$ cat config.mk
export PLATFORM = sky130hd
export DESIGN_NAME = strtstop_conditioner_flat
export DESIGN_NICKNAME = d
export VERILOG_FILES = /design/src/rtl/strtstop_conditioner_pkg.sv /design/src/rtl/strtstop_conditioner_if.sv /design/src/rtl/strtstop_conditioner_sync_chain.sv /design/src/rtl/strtstop_conditioner.sv /design/src/flat_wrapper.sv
export SDC_FILE = /design/constraint.sdc
export NUM_CORES = 1
export LEC_CHECK = 0
export ABC_CLOCK_PERIOD_IN_PS = 3000
export CAP_MARGIN = 30
export CORE_MARGIN = 5
export CORE_UTILIZATION = 60
export DETAILED_ROUTE_END_ITERATION = 12
export PLACE_DENSITY = 0.8
export SYNTH_ARGS = -nofsm -noshare
export SYNTH_HDL_FRONTEND = slang
export SYNTH_SLANG_ARGS = --single-unit
$ cat constraint.sdc
create_clock -name CLK -period 3 [get_ports CLK]
set_clock_uncertainty 0.05 [all_clocks]
set_input_delay 0.45 -clock CLK [delete_from_list [all_inputs] [get_ports CLK]]
set_output_delay 0.45 -clock CLK [all_outputs]
set_load 0.02 [all_outputs]
$ cat src/rtl/strtstop_conditioner_pkg.sv
// Shared stopwatch definitions: conditioner FSM states and default timing constants.
package stopwatch_pkg;

  typedef enum logic [2:0] {
    IDLE,
    PRESS_WAIT,
    PRESSED,
    HOLD,
    RELEASE_WAIT
  } state_e;

  localparam int DEF_SYNC_STAGES     = 2;
  localparam int DEF_DEBOUNCE_CYCLES = 16;
  localparam int DEF_LONG_CYCLES     = 256;
  localparam int DEF_CNT_W           = 9;

endpackage

$ cat src/rtl/strtstop_conditioner_if.sv
// Button-side bundle: raw active-low button in, conditioned levels and pulses out.
interface strtstop_conditioner_if;

  logic BTN_RAW;
  logic STRTSTOP;
  logic PRESS_PULSE;
  logic RUN;
  logic LONG_PRESS;

  modport master (
    output BTN_RAW,
    input  STRTSTOP, PRESS_PULSE, RUN, LONG_PRESS
  );

  modport slave (
    input  BTN_RAW,
    output STRTSTOP, PRESS_PULSE, RUN, LONG_PRESS
  );

endinterface

$ cat src/rtl/strtstop_conditioner_sync_chain.sv
// Multi-flop synchroniser for an asynchronous single-bit input; resets to 1 (idle-high inputs).
module sync_chain #(
  parameter int SYNC_STAGES = 2
) (
  input  logic clk_i,
  input  logic rst_ni,
  input  logic d_i,
  output logic q_o
);

  logic [SYNC_STAGES-1:0] sync_q;

  always_ff @(posedge clk_i or negedge rst_ni) begin
    if (!rst_ni) sync_q <= '1;
    else         sync_q <= {sync_q[SYNC_STAGES-2:0], d_i};
  end

  assign q_o = sync_q[SYNC_STAGES-1];

endmodule

$ cat src/rtl/strtstop_conditioner.sv
// Start/stop button conditioner: synchronise, debounce, and derive press pulse, run toggle and long-press clear.
module strtstop_conditioner
  import stopwatch_pkg::*;
#(
  parameter int SYNC_STAGES     = DEF_SYNC_STAGES,
  parameter int DEBOUNCE_CYCLES = DEF_DEBOUNCE_CYCLES,
  parameter int LONG_CYCLES     = DEF_LONG_CYCLES,
  parameter int CNT_W           = DEF_CNT_W
) (
  input  logic                   CLK,
  input  logic                   RESET_N,
  strtstop_conditioner_if.slave  btn_if
);

  localparam logic [CNT_W-1:0] DEB_MAX  = CNT_W'(DEBOUNCE_CYCLES);
  localparam logic [CNT_W-1:0] LONG_MAX = CNT_W'(LONG_CYCLES);

  function automatic logic [CNT_W-1:0] sat_inc(input logic [CNT_W-1:0] v);
    return (v == '1) ? v : v + 1'b1;
  endfunction

  logic             btn_s;
  state_e           state_q, state_d;
  logic [CNT_W-1:0] cnt_q, cnt_d, cnt_inc;
  logic             strt_q, strt_d;
  logic             pulse_q, pulse_d;
  logic             run_q, run_d;
  logic             long_q, long_d;
  logic             from_hold_q, from_hold_d;

  sync_chain #(.SYNC_STAGES(SYNC_STAGES)) u_sync (
    .clk_i  (CLK),
    .rst_ni (RESET_N),
    .d_i    (btn_if.BTN_RAW),
    .q_o    (btn_s)
  );

  always_ff @(posedge CLK or negedge RESET_N) begin
    if (!RESET_N) begin
      state_q     <= IDLE;
      cnt_q       <= '0;
      strt_q      <= 1'b1;
      pulse_q     <= 1'b0;
      run_q       <= 1'b0;
      long_q      <= 1'b0;
      from_hold_q <= 1'b0;
    end else begin
      state_q     <= state_d;
      cnt_q       <= cnt_d;
      strt_q      <= strt_d;
      pulse_q     <= pulse_d;
      run_q       <= run_d;
      long_q      <= long_d;
      from_hold_q <= from_hold_d;
    end
  end

  always_comb begin
    state_d     = state_q;
    cnt_d       = cnt_q;
    strt_d      = strt_q;
    pulse_d     = 1'b0;
    run_d       = run_q;
    long_d      = 1'b0;
    from_hold_d = from_hold_q;
    cnt_inc     = sat_inc(cnt_q);
    case (state_q)
      IDLE: begin
        if (!btn_s) begin
          state_d = PRESS_WAIT;
          cnt_d   = CNT_W'(1);
        end else begin
          cnt_d   = '0;
        end
      end
      PRESS_WAIT: begin
        if (btn_s) begin
          state_d = IDLE;
          cnt_d   = '0;
        end else if (cnt_inc == DEB_MAX) begin
          state_d = PRESSED;
          cnt_d   = '0;
          strt_d  = 1'b0;
          pulse_d = 1'b1;
          run_d   = ~run_q;
        end else begin
          cnt_d   = cnt_inc;
        end
      end
      PRESSED: begin
        if (btn_s) begin
          state_d     = RELEASE_WAIT;
          cnt_d       = CNT_W'(1);
          from_hold_d = 1'b0;
        end else if (cnt_inc == LONG_MAX) begin
          // Long hold is a clear request: it wins over the toggle made at acceptance.
          state_d = HOLD;
          cnt_d   = cnt_inc;
          long_d  = 1'b1;
          run_d   = 1'b0;
        end else begin
          cnt_d   = cnt_inc;
        end
      end
      HOLD: begin
        if (btn_s) begin
          state_d     = RELEASE_WAIT;
          cnt_d       = CNT_W'(1);
          from_hold_d = 1'b1;
        end
      end
      RELEASE_WAIT: begin
        if (!btn_s) begin
          state_d = from_hold_q ? HOLD : PRESSED;
          cnt_d   = '0;
        end else if (cnt_inc == DEB_MAX) begin
          state_d = IDLE;
          cnt_d   = '0;
          strt_d  = 1'b1;
        end else begin
          cnt_d   = cnt_inc;
        end
      end
      default: begin
        state_d = IDLE;
        cnt_d   = '0;
      end
    endcase
  end

  assign btn_if.STRTSTOP    = strt_q;
  assign btn_if.PRESS_PULSE = pulse_q;
  assign btn_if.RUN         = run_q;
  assign btn_if.LONG_PRESS  = long_q;

endmodule

$ cat src/flat_wrapper.sv
// flat-port wrapper written by rule: the top's interface ports become plain ports
module strtstop_conditioner_flat import stopwatch_pkg::*;
#(
  parameter int SYNC_STAGES     = DEF_SYNC_STAGES,
  parameter int DEBOUNCE_CYCLES = DEF_DEBOUNCE_CYCLES,
  parameter int LONG_CYCLES     = DEF_LONG_CYCLES,
  parameter int CNT_W           = DEF_CNT_W
)
  (CLK, RESET_N, btn_if_BTN_RAW, btn_if_STRTSTOP, btn_if_PRESS_PULSE, btn_if_RUN, btn_if_LONG_PRESS);
  strtstop_conditioner_if btn_if_i ();
  input  logic CLK;
  input  logic RESET_N;
  input wire logic [$bits(btn_if_i.BTN_RAW)-1:0] btn_if_BTN_RAW;
  output wire logic [$bits(btn_if_i.STRTSTOP)-1:0] btn_if_STRTSTOP;
  output wire logic [$bits(btn_if_i.PRESS_PULSE)-1:0] btn_if_PRESS_PULSE;
  output wire logic [$bits(btn_if_i.RUN)-1:0] btn_if_RUN;
  output wire logic [$bits(btn_if_i.LONG_PRESS)-1:0] btn_if_LONG_PRESS;
  assign btn_if_i.BTN_RAW = btn_if_BTN_RAW;
  assign btn_if_STRTSTOP = btn_if_i.STRTSTOP;
  assign btn_if_PRESS_PULSE = btn_if_i.PRESS_PULSE;
  assign btn_if_RUN = btn_if_i.RUN;
  assign btn_if_LONG_PRESS = btn_if_i.LONG_PRESS;
  strtstop_conditioner #(.SYNC_STAGES(SYNC_STAGES), .DEBOUNCE_CYCLES(DEBOUNCE_CYCLES), .LONG_CYCLES(LONG_CYCLES), .CNT_W(CNT_W)) u_core (.CLK(CLK), .RESET_N(RESET_N), .btn_if(btn_if_i));
endmodule
**Yosys cells after proc, flatten, opt, wreduce, memory -nomap -nowiden**

Index checks and enable logic that the tools add are counted.

- Mux-type cells: 37
- Equality and inequality tests: 19
- Bitwise operators: 1
- Add/sub/neg operators: 1
- Reductions and logical operators: 8

Operators by type and width:

| operator | count |
|---|---|
| 2-to-1 mux 9 bit | 6 |
| case mux 9 bit (5 select lines) | 1 |
| 2-to-1 mux 3 bit | 8 |
| == test 9 bit (second input constant) | 2 |
| 2-to-1 mux 1 bit | 18 |
| case mux 3 bit (5 select lines) | 1 |
| AND reduction 5 bit | 3 |
| inequality test 2 bit (second input constant) | 6 |
| adder 9 x 1 -> 9 bit (second input constant) | 1 |
| == test 9 x 5 -> 1 bit (second input constant) | 1 |
| inequality test 3 x 2 -> 1 bit (second input constant) | 3 |
| == test 3 x 2 -> 1 bit (second input constant) | 2 |
| inequality test 2 x 1 -> 1 bit (second input constant) | 3 |
| case mux 1 bit (2 select lines) | 3 |
| nonzero test 2 bit | 3 |
| == test 3 x 1 -> 1 bit (second input constant) | 1 |
| == test 3 bit (second input constant) | 1 |
| zero test 3 bit | 1 |
| AND reduction 3 bit | 1 |
| NOT 1 bit | 1 |

- Input bits: 3
- Logic and storage cells: 74
- Register bits after elaboration: 19

**Depth between registers and ports, before layout**

Gate-level depths: netlist of run 1.

- Word-level depth: 6
- Mapped depth: 8

**By module**

Synthesis of run 1 repeated with hierarchy kept, for this count alone.

- Cell total of the unflattened synthesis: 155
- Area, all modules: 1,308.8 µm²

By module, submodules not included:

| module | seq. area each (µm²) | area an instance (µm²) | cells each | times used |
|---|---|---|---|---|
| strtstop_conditioner | 426.7 | 1,256.2 | 153 | 1 |
| sync_chain | 52.6 | 52.6 | 2 | 1 |

**Worst setup path before layout of run 1**

OpenSTA, ideal clock, no wires.

- Kind: flip-flop to flip-flop
- Start point: reg u_core.cnt_q[0]
- End point: reg u_core.state_q[0]
- Setup slack: 909 ps
- Arrival: 1,921 ps
- Stages on the path, launching flop included: 9
- Path through: dfrtp_1 ha_1 and3_1 buf_4 xnor2_1 nor2_2 nand3_4 or3_1 a31o_1

- Word-level cells in the longest chain between the ends: 5

Ends and longest elaborated chain:

| element | RTL line | source |
|---|---|---|
| start, declared | strtstop_conditioner.sv:24 | `logic [CNT_W-1:0] cnt_q, cnt_d, cnt_inc;` |
| start signal, assigned | strtstop_conditioner.sv:49 | `cnt_q <= cnt_d;` |
| adder 9 x 1 -> 9 bit / == test 9 bit (equally long branches) | strtstop_conditioner.sv:19 | `return (v == '1) ? v : v + 1'b1;` |
| 2-to-1 mux 9 bit * | strtstop_conditioner.sv:19 |  |
| == test 9 x 5 -> 1 bit / == test 9 bit (equally long branches) | strtstop_conditioner.sv:80, strtstop_conditioner.sv:116, strtstop_conditioner.sv:95 |  |
| inequality test 3 x 2 -> 1 bit (no line) | n/a |  |
| AND reduction 5 bit (no line) * | n/a |  |
| end signal, assigned | strtstop_conditioner.sv:48 | `state_q <= state_d;` |
| end, declared | strtstop_conditioner.sv:23 | `state_e state_q, state_d;` |

Mark *: on every way between the ends. The rest lies on a longest branch, timed or not.
A chain may end at the register's enable or synchronous reset.

**Worst setup path in the final report of run 1**

Same ends and word-level chain as after synthesis.

==> impl_metrics.tcl, run 1 <==
set metrics [dict create \
    status "finished, final reports clean" \
    synth_nets 164 \
    slowest_delay_ns 0.48 \
    rsz0062_at_grt "no" \
    yosys_warnings 0 \
    hold_viol_final 0 \
    synth_flop_cell "dfrtp_1" \
    vias 1227 \
    crit_chain "ha_1 > and3_1 > nand3_1 > a21oi_4 > nand3_4 > or3_1 > a31o_1" \
    cts_resized 0 \
    cts_tree "yes" \
    comb_power_share_pct 14.7 \
    crit_path_end_kind "flip-flop" \
    post-place-cells 181 \
    nNetsFinal 162 \
    ir_worst_vdd_mv 0.332 \
    p_seq_share_pct 58.4 \
    antenna_found_initial 0 \
    cts_sinks 19 \
    start_util_pct 61.6 \
    crit_path_top_delay_cell "dfrtp_1" \
    path_max_fanout 8 \
    max_freq_mhz 422 \
    gp_congestion 0.877 \
    grt_pass1_wl_um 5190 \
    post_drt_wl_per_cell_um 16.5 \
    postSynthAreaPerCell_um2 8.27 \
    grt_start_max_net_pins 20 \
    first_pass_iters 4 \
    worstHoldStart "u_core.u_sync.sync_q[0]$_DFF_PN1_" \
    cts_root_buf "clkbuf_4" \
    final_core_util_pct 64.0 \
    post-route-min-period_ns 2.37 \
    grt.overflow.total 0 \
    cts_inserted_buffers 3 \
    die_x_um 57.0 \
    drtIter0Drc 56 \
    drive_gt1_share_pct 8.92 \
    startpoint "u_core.cnt_q[0]$_DFFE_PN0P_" \
    clock_latency_ns 0.30 \
    io-pin-count 7 \
    crit_arrival_ns 2.52 \
    grt_pass1_vias 1156 \
    dp.final_hpwl_um 2210 \
    fin_cells 185 \
    postSynthCellCount 160 \
    area_growth_pct 3.88 \
    hold_path.class "flip-flop to flip-flop" \
    startpoint_type "flip-flop" \
    leakagePower_nw 0.547 \
    yosysSeqAreaShare_pct 36.2 \
    clkPwrFrac_pct 26.9 \
    core_um2 2150 \
    fillCellCount 202 \
    hold_buffers 0 \
    p_sw_share_pct 28.7 \
    worstPathRequired_ns 3.15 \
    tns_ns 0 \
    synth_edf_count 0 \
    max-clock-path-buffers 2 \
    path_clk_slew_ns 0.10 \
    hold_path_depth 0 \
    ant_nets 0 \
    yosys_register_bits 19 \
    syn_area_um2 1320 \
    post-route-period-util_pct 79.0 \
    crit_type "flip-flop to flip-flop" \
    post_cts_buffers 0 \
    synth_cell_type_count 50 \
    r2r_cells 7 \
    internal_power_w 0.000341 \
    multi_input_area_um2 756 \
    die_y_um 57.0 \
    setup_viol 0 \
    grtUsageTotal_pct 20.2 \
    powerDensity_nw_per_um2 348 \
    drcViolationCount 0 \
    htree_levels 1 \
    cap_viol_max_count 0 \
    worst_pin_slew_ns 0.858 \
    die_area_um2 3250 \
    drt-total-wl_um 3050 \
    async_flop_share_pct 100 \
    antenna_cells 0 \
    regArea_um2 479 \
    vias_per_cell 6.63 \
    port_buffers 6 \
    drv_slew 0 \
    rows 17 \
    regToRegStartpoint "u_core.cnt_q[0]$_DFFE_PN0P_" \
    slew-limit-headroom_pct 42.6 \
    p_switching_w 0.000137 \
]
[Yosys cell counts, types with 3 or more instances]
master	count	area, um2
dfstp_2	3	78.8
dfrtp_1	16	400
nand2_1	20	75.1
o22ai_1	3	18.8
buf_4	3	22.5
a21oi_1	5	25.0
xnor2_1	5	43.8
clkbuf_1	7	26.3
nor2_1	14	52.6
o21ai_0	9	45.0
inv_1	5	18.8
nand3_1	11	55.1
nor3_1	6	30.0
nand4_1	7	43.8
and3_1	4	25.0
[cell usage in the layout (no fill, tap or decap), types with 2 or more instances in the layout]
master and count:
a21oi_1 5, dfstp_2 3, inv_1 5, and3_1 4
or3_1 2, o22ai_1 3, a31oi_1 2, clkdlybuf4s50_1 6
nor2_1 14, nor3b_1 2, nor3_1 6, nand3_1 11
nor4b_1 2, and4_1 2, nand2_1 20, o21ai_0 9
clkbuf_4 3, a221oi_1 2, nand4_1 7, dfrtp_1 16
xnor2_1 5
[final timing paths]
| kind | slack (ns) | endpoint |
|---|---|---|
| min in group asynchronous | 0.58 | u_core.cnt_q[4]$_DFFE_PN0P_ |
| hold reg to reg | 0.31 | u_core.u_sync.sync_q[1]$_DFF_PN1_ |
| setup reg to reg | 0.63 | u_core.state_q[0]$_DFFE_PN0P_ |
| hold / removal | 0.31 | u_core.u_sync.sync_q[1]$_DFF_PN1_ |
| setup / recovery | 0.63 | u_core.state_q[0]$_DFFE_PN0P_ |
| max in group asynchronous | 1.79 | u_core.cnt_q[1]$_DFFE_PN0P_ |
[power by group through the flow]
stage / clock network (W) / registers [W] / logic, W
finish: 0.000129 / 0.000279 / 0.0000705
global route: 0.000146 / 0.000281 / 0.0000774
CTS: 0.000134 / 0.000279 / 0.0000701
detailed placement: 0 / 0.000284 / 0.0000699
global placement: 0 / 0.000283 / 0.0000680
floorplan: 0 / 0.000275 / 0.0000575
[layer usage]
| layer | track usage, % | vias to the layer above | share of wire [%] |
|---|---|---|---|
| met4 | 12.6 | 0 | 2.8 |
| li1 | - | 575 | - |
| met3 | 2.49 | 8 | 5.3 |
| met5 | 0 | - | 0 |
| met2 | 32.5 | 48 | 50 |
| met1 | 25.6 | 596 | 42 |
[kinds of logic after synthesis]
group                      Yosys count  share of synthesized area (%)
AOI/OAI and AO/OA                   38                           20.9
xor gates and xnor gates             6                           3.97
adders and majority gates            1                          0.945
buffers and inverters               18                           6.71
DFF                                 19                           36.2
and+or+nand+nor                     78                           31.3
[registers in the layout, summed over array words and instances (netlist names)]
signal	flops
u_core.cnt_q	9
u_core.state_q	3
u_core.u_sync.sync_q	2
u_core.btn_if.LONG_PRESS	1
u_core.btn_if.PRESS_PULSE	1
u_core.btn_if.RUN	1
u_core.btn_if.STRTSTOP	1
u_core.from_hold_q	1
[layout make-up]
cell class	count	share of cell area, %
clock buffers	4	1.91
well taps	28	2.55
inverters	5	1.36
multi-input cells	123	55.0
flip-flops and latches	19	34.8
repair buffers	6	4.37
[worst max-delay path: cells and delay by family (launching register included)]
family                     cells  cell delay, ns
AOI/OAI and AO/OA              2            0.48
adders and majority gates      1            0.28
DFF                            1            0.48
and+or+nand+nor                4            0.98
[metrics by stage]
stage               hold WS [ns]  instance area (um2)  total power, W  worst slack [ns]
global route               0.318                 1380        0.000504             0.426
CTS                        0.312                 1380        0.000483             0.643
finish                     0.312                 1380        0.000479             0.630
floorplan                  0.104                 1320        0.000332             0.909
detailed placement         0.297                 1350        0.000354             0.653
global placement           0.296                 1350        0.000351             0.806
No activity file was read; power rests on OpenSTA's default activity.
==> run 2, diff against run 1 <==
--- a/config.mk
+++ b/config.mk
@@ -5,12 +5,12 @@
 export SDC_FILE = /design/constraint.sdc
 export NUM_CORES = 1
 export LEC_CHECK = 0
-export ABC_CLOCK_PERIOD_IN_PS = 3000
+export ABC_CLOCK_PERIOD_IN_PS = 1900
 export CAP_MARGIN = 30
 export CORE_MARGIN = 5
-export CORE_UTILIZATION = 60
+export CORE_UTILIZATION = 53
 export DETAILED_ROUTE_END_ITERATION = 12
-export PLACE_DENSITY = 0.8
+export PLACE_DENSITY = 0.75
 export SYNTH_ARGS = -nofsm -noshare
 export SYNTH_HDL_FRONTEND = slang
 export SYNTH_SLANG_ARGS = --single-unit
==> constraint.sdc (replaced) <==
create_clock -name CLK -period 1.9 [get_ports CLK]
set_clock_uncertainty 0.05 [all_clocks]
set_input_delay 0.285 -clock CLK [delete_from_list [all_inputs] [get_ports CLK]]
set_output_delay 0.285 -clock CLK [all_outputs]
set_load 0.02 [all_outputs]
==> impl_metrics.tcl, run 2 (synthesis gave the netlist of run 1 again) <==
set metrics [dict create \
    status "finished, violations left" \
    violations "negative setup slack" \
    crit_type "flip-flop to flip-flop" \
    antenna_cells 0 \
    largest_register_ffs 9 \
    first_pass_iters 4 \
    layout_setup_ws_ns -0.0778 \
    antenna_found_initial 0 \
    rows 18 \
    path_max_fanout 5 \
    htree_levels 1 \
    startpoint_type "flip-flop" \
    grt_start_max_net_pins 20 \
    layout_common_cells "28 x buf_4, 20 x nand2_1, 13 x nor2_1, 13 x dfrtp_1, 10 x nand3_1" \
    gp_congestion 0.868 \
    die_y_um 60.0 \
    drv_slew 0 \
    grt_pass1_vias 1265 \
    post-place-ws_ns -0.124 \
    drt-total-wl_um 3670 \
    drive_gt1_share_pct 36.5 \
    maxUsedRoutingLayer "met4" \
    final_common_cell "buf_4" \
    final_core_util_pct 73.3 \
    grtUsageTotal_pct 21.7 \
    hold_path.class "primary input to asynchronous set/reset pin" \
    regToRegStartpoint "u_core.cnt_q[1]$_DFFE_PN0P_" \
    ant_nets 0 \
    slew-limit-headroom_pct 72.1 \
    startpoint "u_core.cnt_q[1]$_DFFE_PN0P_" \
    dr_wl_met2_um 1810 \
    cap_viol_max_count 0 \
    post_drt_wl_per_cell_um 16.5 \
    start_util_pct 54.4 \
    cts_root_buf "clkbuf_4" \
    wl_met1_um 1530 \
    power.total_w 0.000826 \
    vias 1394 \
    post-place-cells 209 \
    setup_viol 5 \
    vias_per_cell 6.28 \
    fin_cells 222 \
    worst_pin_slew_ns 0.414 \
    worstPathRequired_ns 2.05 \
    port_buffers 6 \
    tns_ns -0.175 \
    drtIter0Drc 87 \
    die_area_um2 3600 \
    nNetsFinal 197 \
    post-route-period-util_pct 104 \
    top_regs "u_core.cnt_q (9), u_core.state_q (3), u_core.u_sync.sync_q (2)" \
    post-route-min-period_ns 1.98 \
    ir_worst_vdd_mv 0.466 \
    clock_latency_ns 0.31 \
    core_um2 2430 \
    io-pin-count 7 \
    grt.overflow.total 0 \
    grt_pass1_wl_um 5810 \
    fillCellCount 168 \
    powerDensity_nw_per_um2 463 \
    rsz0062_at_grt "yes" \
    hold_viol_final 0 \
    leakagePower_nw 0.735 \
    dp.final_hpwl_um 2500 \
    hold_buffers 0 \
    max_freq_mhz 506 \
    max-clock-path-buffers 2 \
    cts_sinks 19 \
    crit_path_end_kind "flip-flop" \
    cts_inserted_buffers 3 \
    cts_tree "yes" \
    crit_arrival_ns 2.13 \
    die_x_um 60.0 \
    drcViolationCount 0 \
    largest-register "u_core.cnt_q" \
    wl_met3_um 232 \
    path_clk_slew_ns 0.12 \
    area_growth_pct 34.7 \
]
-- run 2: changes by cell type in the layout (fill, tap and decap cells not counted), moves of 3 or more --
cell,delta
dfrtp_1,-3
dfrtp_2,+3
buf_6,+7
buf_4,+28
and3_1,-3
and3_4,+3
-- run 2: critical path: stages (launching register included) --
cell and delay [ns]:
dfrtp_1 0.42, ha_4 0.17, and3_4 0.23, buf_6 0.12, nand4_1 0.17, buf_4 0.21
xnor2_2 0.17, o22ai_1 0.10, o21ai_1 0.12, o21ai_1 0.09
-- run 2: repair_timing --
item                       4_1_cts  5_1_grt
setup endpoints to repair        6        9
setup buffers                    5        5
pin swaps                        9       17
gates resized for setup         10       19
gates cloned                     0        0
-- run 2: layer usage --
layer	track usage (%)	up-vias
met1	28.0	667
li1	-	657
met3	2.38	11
met2	36.4	59
met4	9.49	0
met5	0	-
-- run 2: area by class of cell --
class                   count  area (um2)  share of cell area (%)
inverters                   5        18.8                    1.05
multi-input cells         123         867                    48.6
clock inverters             1        5.00                   0.281
flip-flops and latches     19         483                    27.1
well taps                  30        37.5                    2.11
clock buffers               3        22.5                    1.26
repair buffers             41         349                    19.6
-- run 2: report_power, final --
| group | switching [W] | total [W] | internal, W |
|---|---|---|---|
| combinational | 0.0000950 | 0.000170 | 0.0000746 |
| sequential | 0.0000236 | 0.000442 | 0.000418 |
| clock | 0.000136 | 0.000214 | 0.0000787 |
| total | 0.000254 | 0.000826 | 0.000572 |
-- run 2: through the flow --
stage / cell area [um2] / hold slack [ns]
6_report: 1780 / 0.250
5_1_grt: 1780 / 0.256
4_1_cts: 1660 / 0.254
3_5_place_dp: 1570 / 0.298
3_3_place_gp: 1570 / 0.303
2_1_floorplan: 1350 / -0.0606
-- run 2: worst paths after layout --
check	to	slack [ns]	depth (start not counted)
setup / recovery	u_core.cnt_q[0]$_DFFE_PN0P_	-0.08	9
hold / removal	u_core.cnt_q[7]$_DFFE_PN0P_	0.25	2
setup reg to reg	u_core.cnt_q[0]$_DFFE_PN0P_	-0.08	9
hold reg to reg	u_core.u_sync.sync_q[1]$_DFF_PN1_	0.32	0
max in group asynchronous	u_core.btn_if.STRTSTOP$_DFFE_PN1P_	1.28	2
min in group CLK	u_core.u_sync.sync_q[0]$_DFF_PN1_	0.31	1
